### src/rtl/da_pkg.sv
// Shared definitions for the DAC SPI arbiter: FSM encoding, default sizing
// and a width helper used by the arbiter and its round-robin selector.
package da_pkg;

    typedef enum logic [1:0] {
        S_IDLE  = 2'd0,
        S_START = 2'd1,
        S_WAIT  = 2'd2,
        S_LDAC  = 2'd3
    } state_t;

    localparam int unsigned DEF_N_CH   = 4;
    localparam int unsigned DEF_DW     = 16;
    localparam int unsigned DEF_LDAC_W = 4;
    localparam int unsigned DEF_TO_CYC = 1024;

    // Counter/index width that never collapses to zero bits.
    function automatic int unsigned clog2_min1(input int unsigned v);
        return (v > 1) ? $clog2(v) : 1;
    endfunction

endpackage

### src/rtl/rr_pick.sv
// Round-robin priority selector: grants the first requester strictly after
// ptr, wrapping from N_CH-1 back to channel 0.
module rr_pick
    import da_pkg::*;
#(
    parameter int unsigned N_CH = DEF_N_CH,
    parameter int unsigned PW   = clog2_min1(DEF_N_CH)
) (
    input  logic [N_CH-1:0] req,
    input  logic [PW-1:0]   ptr,
    output logic [N_CH-1:0] grant,
    output logic            valid
);

    logic [PW-1:0] idx;
    logic          found;

    always_comb begin
        grant = '0;
        found = 1'b0;
        idx   = '0;
        for (int unsigned i = 0; i < N_CH; i++) begin
            idx = PW'((32'(ptr) + 32'd1 + i) % N_CH);
            if (!found && req[idx]) begin
                grant[idx] = 1'b1;
                found      = 1'b1;
            end
        end
        valid = |req;
    end

endmodule

### src/rtl/da_spi_arb.sv
// Round-robin arbiter that feeds channel words to an SPI DAC writer and
// issues the active-low LDAC strobe, per word or once per batch.
module da_spi_arb
    import da_pkg::*;
#(
    parameter int unsigned N_CH   = DEF_N_CH,
    parameter int unsigned DW     = DEF_DW,
    parameter int unsigned LDAC_W = DEF_LDAC_W,
    parameter int unsigned TO_CYC = DEF_TO_CYC
) (
    input  logic               clk_i,
    input  logic               reset_i,
    input  logic [N_CH-1:0]    req_i,
    input  logic [N_CH*DW-1:0] data_i,
    output logic [N_CH-1:0]    ack_o,
    input  logic               batch_i,
    output logic               wr_start_o,
    output logic [DW-1:0]      wr_data_o,
    input  logic               wr_done_i,
    output logic               ldac_o,
    output logic               busy_o,
    output logic               err_o
);

    localparam int unsigned PW = clog2_min1(N_CH);
    localparam int unsigned CW = clog2_min1(TO_CYC);
    localparam int unsigned LW = clog2_min1(LDAC_W);

    state_t          state_q, state_d;
    logic [PW-1:0]   ptr_q;
    logic [CW-1:0]   to_cnt_q;
    logic [LW-1:0]   ld_cnt_q;

    logic [N_CH-1:0] grant;
    logic            pick_valid;
    logic [PW-1:0]   grant_idx;
    logic [DW-1:0]   grant_data;
    logic            take;
    logic            timeout;

    rr_pick #(
        .N_CH (N_CH),
        .PW   (PW)
    ) u_pick (
        .req   (req_i),
        .ptr   (ptr_q),
        .grant (grant),
        .valid (pick_valid)
    );

    always_comb begin
        grant_idx  = '0;
        grant_data = '0;
        for (int unsigned k = 0; k < N_CH; k++) begin
            if (grant[k]) begin
                grant_idx  = PW'(k);
                grant_data = data_i[k*DW +: DW];
            end
        end
    end

    always_comb begin
        state_d = state_q;
        take    = 1'b0;
        timeout = 1'b0;
        case (state_q)
            S_IDLE: begin
                if (pick_valid) begin
                    take    = 1'b1;
                    state_d = S_START;
                end
            end
            S_START: state_d = S_WAIT;
            S_WAIT: begin
                // A done pulse wins over a timeout landing on the same cycle.
                if (wr_done_i) begin
                    state_d = (!batch_i || req_i == '0) ? S_LDAC : S_IDLE;
                end else if (to_cnt_q == CW'(TO_CYC - 1)) begin
                    timeout = 1'b1;
                    state_d = S_IDLE;
                end
            end
            S_LDAC: begin
                if (ld_cnt_q == LW'(LDAC_W - 1)) state_d = S_IDLE;
            end
            default: state_d = S_IDLE;
        endcase
    end

    always_ff @(posedge clk_i or posedge reset_i) begin
        if (reset_i) state_q <= S_IDLE;
        else         state_q <= state_d;
    end

    always_ff @(posedge clk_i or posedge reset_i) begin
        if (reset_i) begin
            ptr_q      <= PW'(N_CH - 1);
            ack_o      <= '0;
            wr_start_o <= 1'b0;
            wr_data_o  <= '0;
            ldac_o     <= 1'b1;
            err_o      <= 1'b0;
            to_cnt_q   <= '0;
            ld_cnt_q   <= '0;
        end else begin
            ack_o      <= take ? grant : '0;
            wr_start_o <= (state_q == S_START);
            if (take) begin
                wr_data_o <= grant_data;
                ptr_q     <= grant_idx;
            end
            to_cnt_q <= (state_q == S_WAIT) ? to_cnt_q + 1'b1 : '0;
            ld_cnt_q <= (state_q == S_LDAC) ? ld_cnt_q + 1'b1 : '0;
            // Strobe is low exactly for the cycles spent in LDAC.
            ldac_o   <= (state_d != S_LDAC);
            if (timeout) err_o <= 1'b1;
        end
    end

    assign busy_o = (state_q != S_IDLE);

endmodule
### config.mk
export PLATFORM = sky130hd
export DESIGN_NAME = da_spi_arb
export DESIGN_NICKNAME = d
export VERILOG_FILES = /design/src/rtl/da_pkg.sv /design/src/rtl/rr_pick.sv /design/src/rtl/da_spi_arb.sv
export SDC_FILE = /design/constraint.sdc
export NUM_CORES = 1
export LEC_CHECK = 0
export CAP_MARGIN = 20
export CORE_MARGIN = 5
export CORE_UTILIZATION = 35
export CTS_CLUSTER_DIAMETER = 150
export DETAILED_ROUTE_END_ITERATION = 16
export PLACE_DENSITY = 0.65
export SLEW_MARGIN = 30
export SYNTH_ARGS = -nofsm -noshare
export SYNTH_HDL_FRONTEND = slang
export SYNTH_HIERARCHICAL = 1
export SYNTH_SLANG_ARGS = --single-unit
### constraint.sdc
create_clock -name clk_i -period 9.7 [get_ports clk_i]
set_input_delay 1.455 -clock clk_i [delete_from_list [all_inputs] [get_ports clk_i]]
set_output_delay 1.455 -clock clk_i [all_outputs]
set_load 0.01 [all_outputs]
==> results.py, run 1 <==
metrics = {
    "die": {
        "start_util": 0.362,
        "fp.dieH_um": 94.0,
        "die_w_um": 94.0,
        "die_area_um2": 8840,
        "fp.coreArea_um2": 6830,
        "rows": 30,
        "io_pins": 96,
    },
    "placed_design": {
        "port_buffers": 95,
        "place_congestion": 0.781,
        "placed_area_um2": 3470,
        "dp.cells": 449,
        "hpwl_mm": 4.94,
    },
    "clocking": {
        "htree_levels": 2,
        "cts.sinks": 39,
        "cts_repair_resize_count": 0,
        "cts_tree": "built",
        "numCtsBuffers": 5,
        "cts.clk_slew.worst_paths_ns": 0.08,
        "clock_latency_ns": 0.28,
        "hold_buffers": 0,
        "clk_path_buf_depth": 2,
        "root_buffer": "clkbuf_8",
        "postCtsSetupBuffers": 0,
    },
    "synthesis": {
        "synth_edf_count": 0,
        "synth_ff_type": "dfrtp_1",
        "avgSynthCellArea_um2": 8.99,
        "ys_seq_area_frac": 0.396,
        "synth_common_cells": "36 x dfrtp_1, 27 x nor2_1, 25 x a21oi_1, 25 x inv_1, 24 x nand2_1",
        "syn-instance-count": 275,
        "synth_cell_types": 46,
        "netlist_area_um2": 2470,
        "yosysTopAreaCellShare": 0.365,
        "synth_area_leader_cell": "dfrtp_1",
        "syn_nets": 355,
        "synth.most_common_cell": "dfrtp_1",
        "synth.top_cells.by_area": "dfrtp_1 36%, a221o_1 8.1%, a21oi_1 5.1%",
        "synthArstFlopShare": 1.00,
        "yosysWarningCount": 6,
        "synth-seq-cells": 39,
    },
    "detailed_routing": {
        "wl_met1_mm": 2.98,
        "vias_per_cell": 5.05,
        "drtPass1Iterations": 6,
        "dr_wl_met3_um": 553,
        "post-route-drc-count": 0,
        "postRouteAntennaNets": 0,
        "drtIter0Drc": 66,
        "routed_wl_mm": 6.65,
        "wl_per_cell_um": 14.5,
        "wl_met2_mm": 3.09,
        "vias": 2309,
        "highest_layer": "met4",
    },
    "power_and_ir_drop": {
        "p_leak_nw": 1.44,
        "switchingPower_mw": 0.484,
        "switching_share": 0.433,
        "vdd_ir_drop_max_mv": 0.136,
        "seq_power_share": 0.247,
        "internal_power_mw": 0.634,
        "p_clk_frac": 0.109,
        "p_per_area_nw_per_um2": 313,
        "comb_power_share": 0.644,
    },
    "grt": {
        "overflow": 0,
        "grt_pass1_wl_mm": 11.1,
        "antenna_found_initial": 0,
        "track_usage": 0.155,
        "first_global_vias": 2336,
        "grt_max_degree": 41,
    },
    "sta": {
        "hold_ws_ns": 0.435,
        "relSlewSlack": 0.525,
        "max_freq_mhz": 240,
        "period_needed_ns": 4.17,
        "finalMaxSlewViolations": 0,
        "hold_viol_final": 0,
        "setup-tns-final_ns": 0,
        "setup_violations": 0,
        "tightest_slew_ns": 0.712,
        "period_share": 0.430,
        "rsz0062_at_grt": "false",
        "clock_skew_ns": 0.00551,
    },
    "layout": {
        "drive_above_1_share": 0.0693,
        "antennaDiodeCount": 0,
        "layout.cells.non_filler": 457,
        "nets": 440,
        "final_cell_area_um2": 3570,
        "syn2layout_area_growth_pct": 44.6,
    },
    "critical_path": {
        "crit_path_start_kind": "input pin",
        "cp_max_fo": 17,
        "critPathRequiredTime_ns": 9.91,
        "criticalPathCategory": "input pin to register",
        "crit_path_end_kind": "register",
        "critPathArrivalTime_ns": 4.38,
    },
    "job": {
        "drv_cap": 0,
    },
    "run_status": {
        "status": "completed",
    },
    "min_path": {
        "hold_class": "register to register",
    },
}
-- worst max-delay path, cell delays in order --
cell,delay (ns)
clkdlybuf4s50_1,0.47
mux2_4,0.32
or4b_4,0.53
a211oi_4,0.28
a221o_1,0.66
nand3b_1,0.14
a221o_1,0.34
a31oi_1,0.17
-- sequential cells by signal, summed over array words and instances (netlist names) --
signal	cells
wr_data_o	16
to_cnt_q	10
ack_o	4
ld_cnt_q	2
ptr_q	2
state_q	2
err_o	1
ldac_o	1
wr_start_o	1
-- power groups by stage --
stage          clock, mW  sequential, mW  combinational (mW)
5_1_grt            0.134           0.285               0.800
2_1_floorplan          0           0.286               0.511
6_report           0.122           0.276               0.720
3_3_place_gp           0           0.277               0.711
3_5_place_dp           0           0.281               0.726
4_1_cts            0.124           0.277               0.727
-- cell usage in the layout (no fill, tap or decap), drive strengths merged, types with 8 or more instances in the layout --
cell type      Yosys  final
nor2              27     27
nand2             25     25
inv               25     25
ha                 8      8
dfrtp             36     36
nand3b            16     16
clkdlybuf4s50      0     95
a31oi             16     16
a21oi             25     25
a221o             20     20
-- layout make-up --
class | instances | area (um2)
Multi-Input combinational cell | 191 | 1300
Sequential cell | 39 | 980
Timing Repair Buffer | 98 | 973
Clock buffer | 7 | 96.3
Clock inverter | 1 | 7.51
Tap cell | 96 | 120
Inverter | 25 | 93.8
Fill cell | 667 | 3260
-- per-stage QoR --
step	utilization	setup slack, ns	power (mW)
2_1_floorplan	-	6.13	0.797
3_3_place_gp	0.508	5.00	0.988
3_5_place_dp	0.508	4.96	1.01
4_1_cts	0.523	5.25	1.13
5_1_grt	0.523	5.33	1.22
6_report	0.523	5.53	1.12
-- kinds of logic (layout without fill, tap and decap cells) --
group,count (synthesis),after routing,synth area share
xor gates and xnor gates,3,3,0.0106
buffers and inverters,45,131,0.0800
muxes,6,6,0.0400
DFF,39,39,0.396
and+or+nand+nor,95,95,0.205
AOI/OAI and AO/OA,79,79,0.227
adders and majority gates,8,8,0.0405
-- per-layer routing --
metal	up-vias	GRT usage
li1	1165	-
met1	1075	0.205
met2	67	0.241
met3	2	0.0569
met4	0	0.0361
met5	-	0
-- worst paths after layout --
kind / from / slack [ns] / cells past startpoint / end
min in group asynchronous: reset_i / 1.58 / 3 / to_cnt_q[7]$_DFF_PP0_
max in group asynchronous: reset_i / 7.74 / 3 / ldac_o$_DFF_PP1_
hold / removal: ld_cnt_q[0]$_DFF_PP0_ / 0.43 / 1 / ld_cnt_q[0]$_DFF_PP0_
setup / recovery: req_i[0] / 5.53 / 8 / wr_data_o[7]$_DFFE_PP0P_
setup reg to reg: ptr_q[0]$_DFFE_PP1P_ / 6.04 / 8 / wr_data_o[7]$_DFFE_PP0P_
hold reg to reg: ld_cnt_q[0]$_DFF_PP0_ / 0.43 / 1 / ld_cnt_q[0]$_DFF_PP0_
Power figures use the tool's default switching activity.
==> inputs of run 2 (changes only) <==
==> constraint.sdc (replaced) <==
create_clock -name clk_i -period 4.35 [get_ports clk_i]
set_input_delay 0.6525 -clock clk_i [delete_from_list [all_inputs] [get_ports clk_i]]
set_output_delay 0.6525 -clock clk_i [all_outputs]
set_load 0.01 [all_outputs]
==> results.py, run 2 (synthesized netlist as in run 1, its figures left out) <==
metrics = {
    "detailed_routing": {
        "vias": 2302,
        "wl_met1_mm": 2.92,
        "drtIter0Drc": 89,
        "wl_met2_mm": 2.98,
        "dr_wl_met3_um": 565,
        "postRouteAntennaNets": 0,
        "wl_per_cell_um": 14.3,
        "post-route-drc-count": 0,
        "vias_per_cell": 5.02,
        "routed_wl_mm": 6.57,
        "drtPass1Iterations": 4,
        "highest_layer": "met4",
    },
    "grt": {
        "grt_pass1_wl_mm": 11.0,
        "track_usage": 0.156,
        "grt_max_degree": 41,
        "first_global_vias": 2326,
        "antenna_found_initial": 0,
        "overflow": 0,
    },
    "power_and_ir_drop": {
        "comb_power_share": 0.656,
        "p_clk_frac": 0.098,
        "switching_share": 0.439,
        "p_leak_nw": 1.44,
        "vdd_ir_drop_max_mv": 0.276,
        "internal_power_mw": 1.39,
        "p_per_area_nw_per_um2": 696,
        "seq_power_share": 0.246,
        "switchingPower_mw": 1.09,
    },
    "critical_path": {
        "crit_path_end_kind": "register",
        "criticalPathCategory": "register to register",
        "critPathArrivalTime_ns": 3.83,
        "crit_path_start_kind": "register",
        "critPathRequiredTime_ns": 4.56,
        "cp_max_fo": 17,
    },
    "sta": {
        "hold_viol_final": 0,
        "setup-tns-final_ns": 0,
        "tightest_slew_ns": 0.647,
        "max_freq_mhz": 276,
        "period_needed_ns": 3.62,
        "relSlewSlack": 0.569,
        "period_share": 0.832,
        "hold_ws_ns": 0.433,
        "finalMaxSlewViolations": 0,
        "rsz0062_at_grt": "false",
        "setup_violations": 0,
        "clock_skew_ns": 0.0101,
    },
    "clocking": {
        "root_buffer": "clkbuf_8",
        "cts.sinks": 39,
        "htree_levels": 2,
        "postCtsSetupBuffers": 0,
        "cts.clk_slew.worst_paths_ns": 0.08,
        "cts_tree": "built",
        "clock_latency_ns": 0.29,
        "numCtsBuffers": 5,
        "cts_repair_resize_count": 0,
        "clk_path_buf_depth": 2,
        "hold_buffers": 0,
    },
    "layout": {
        "drive_above_1_share": 0.0716,
        "antennaDiodeCount": 0,
        "reg_top3": "wr_data_o (16), to_cnt_q (10), ack_o (4)",
        "layout.cells.non_filler": 459,
        "syn2layout_area_growth_pct": 44.5,
        "final_cell_area_um2": 3570,
        "largest_register_ffs": 16,
        "final_cell_mix": "95 x clkdlybuf4s50_1, 36 x dfrtp_1, 27 x nor2_1, 25 x a21oi_1",
        "post-route-util": 0.523,
        "layout_commonest_cell": "clkdlybuf4s50_1",
        "nets": 442,
        "top_register": "wr_data_o",
    },
    "die": {
        "start_util": 0.362,
        "die_w_um": 94.0,
        "rows": 30,
        "fp.dieH_um": 94.0,
        "io_pins": 96,
        "die_area_um2": 8840,
        "fp.coreArea_um2": 6830,
    },
    "placed_design": {
        "dp.cells": 451,
        "placed_area_um2": 3480,
        "place_congestion": 0.781,
        "port_buffers": 95,
        "hpwl_mm": 4.83,
    },
    "min_path": {
        "hold_class": "register to register",
    },
    "job": {
        "drv_cap": 0,
    },
    "run_status": {
        "status": "completed",
    },
}
## run 2: final cells by class
| class | instances | area, um2 |
|---|---|---|
| fill | 672 | 3260 |
| tap | 96 | 120 |
| multi-input combinational | 191 | 1300 |
| sequential | 39 | 980 |
| inverter | 25 | 93.8 |
| timing repair buffer | 100 | 988 |
| clock buffer | 5 | 68.8 |
| clock inverter | 3 | 20.0 |
## run 2: power by group through the flow
| stage | registers [mW] | logic [mW] | clock network, mW |
|---|---|---|---|
| global placement | 0.614 | 1.62 | 0 |
| finish | 0.611 | 1.63 | 0.244 |
| global route | 0.634 | 1.81 | 0.271 |
| CTS | 0.614 | 1.65 | 0.252 |
| floorplan | 0.637 | 1.14 | 0 |
| detailed placement | 0.620 | 1.64 | 0 |
## run 2: path summary, 6_finish.rpt
check	start	endpoint	slack [ns]	cells past startpoint
max	ptr_q[0]$_DFFE_PP1P_	wr_data_o[7]$_DFFE_PP0P_	0.73	8
min in group asynchronous	reset_i	ack_o[1]$_DFF_PP0_	0.74	2
max reg2reg	ptr_q[0]$_DFFE_PP1P_	wr_data_o[7]$_DFFE_PP0P_	0.73	8
min reg2reg	ld_cnt_q[0]$_DFF_PP0_	ld_cnt_q[0]$_DFF_PP0_	0.43	1
max in group asynchronous	reset_i	ldac_o$_DFF_PP1_	2.94	3
min	ld_cnt_q[0]$_DFF_PP0_	ld_cnt_q[0]$_DFF_PP0_	0.43	1
## run 2: worst max-delay path, stage by stage, from the launching register on
cell and delay, ns:
dfstp_2 0.67, inv_1 0.12, ha_1 0.35, mux4_1 0.77
a211oi_4 0.35, a221o_1 0.61, nand3b_1 0.14, a221o_1 0.35
a31oi_1 0.17
## run 2: per-stage QoR
step / setup slack [ns] / total power, mW
finish: 0.730 / 2.49
global route: 0.526 / 2.72
CTS: 0.734 / 2.51
detailed placement: 0.720 / 2.26
global placement: 0.779 / 2.23
floorplan: 1.25 / 1.78
## run 2: routing by layer
metal | vias to the layer above | GRT usage
met4 | 0 | 0.0421
met1 | 1054 | 0.198
li1 | 1168 | -
met3 | 8 | 0.0609
met2 | 72 | 0.245
met5 | - | 0
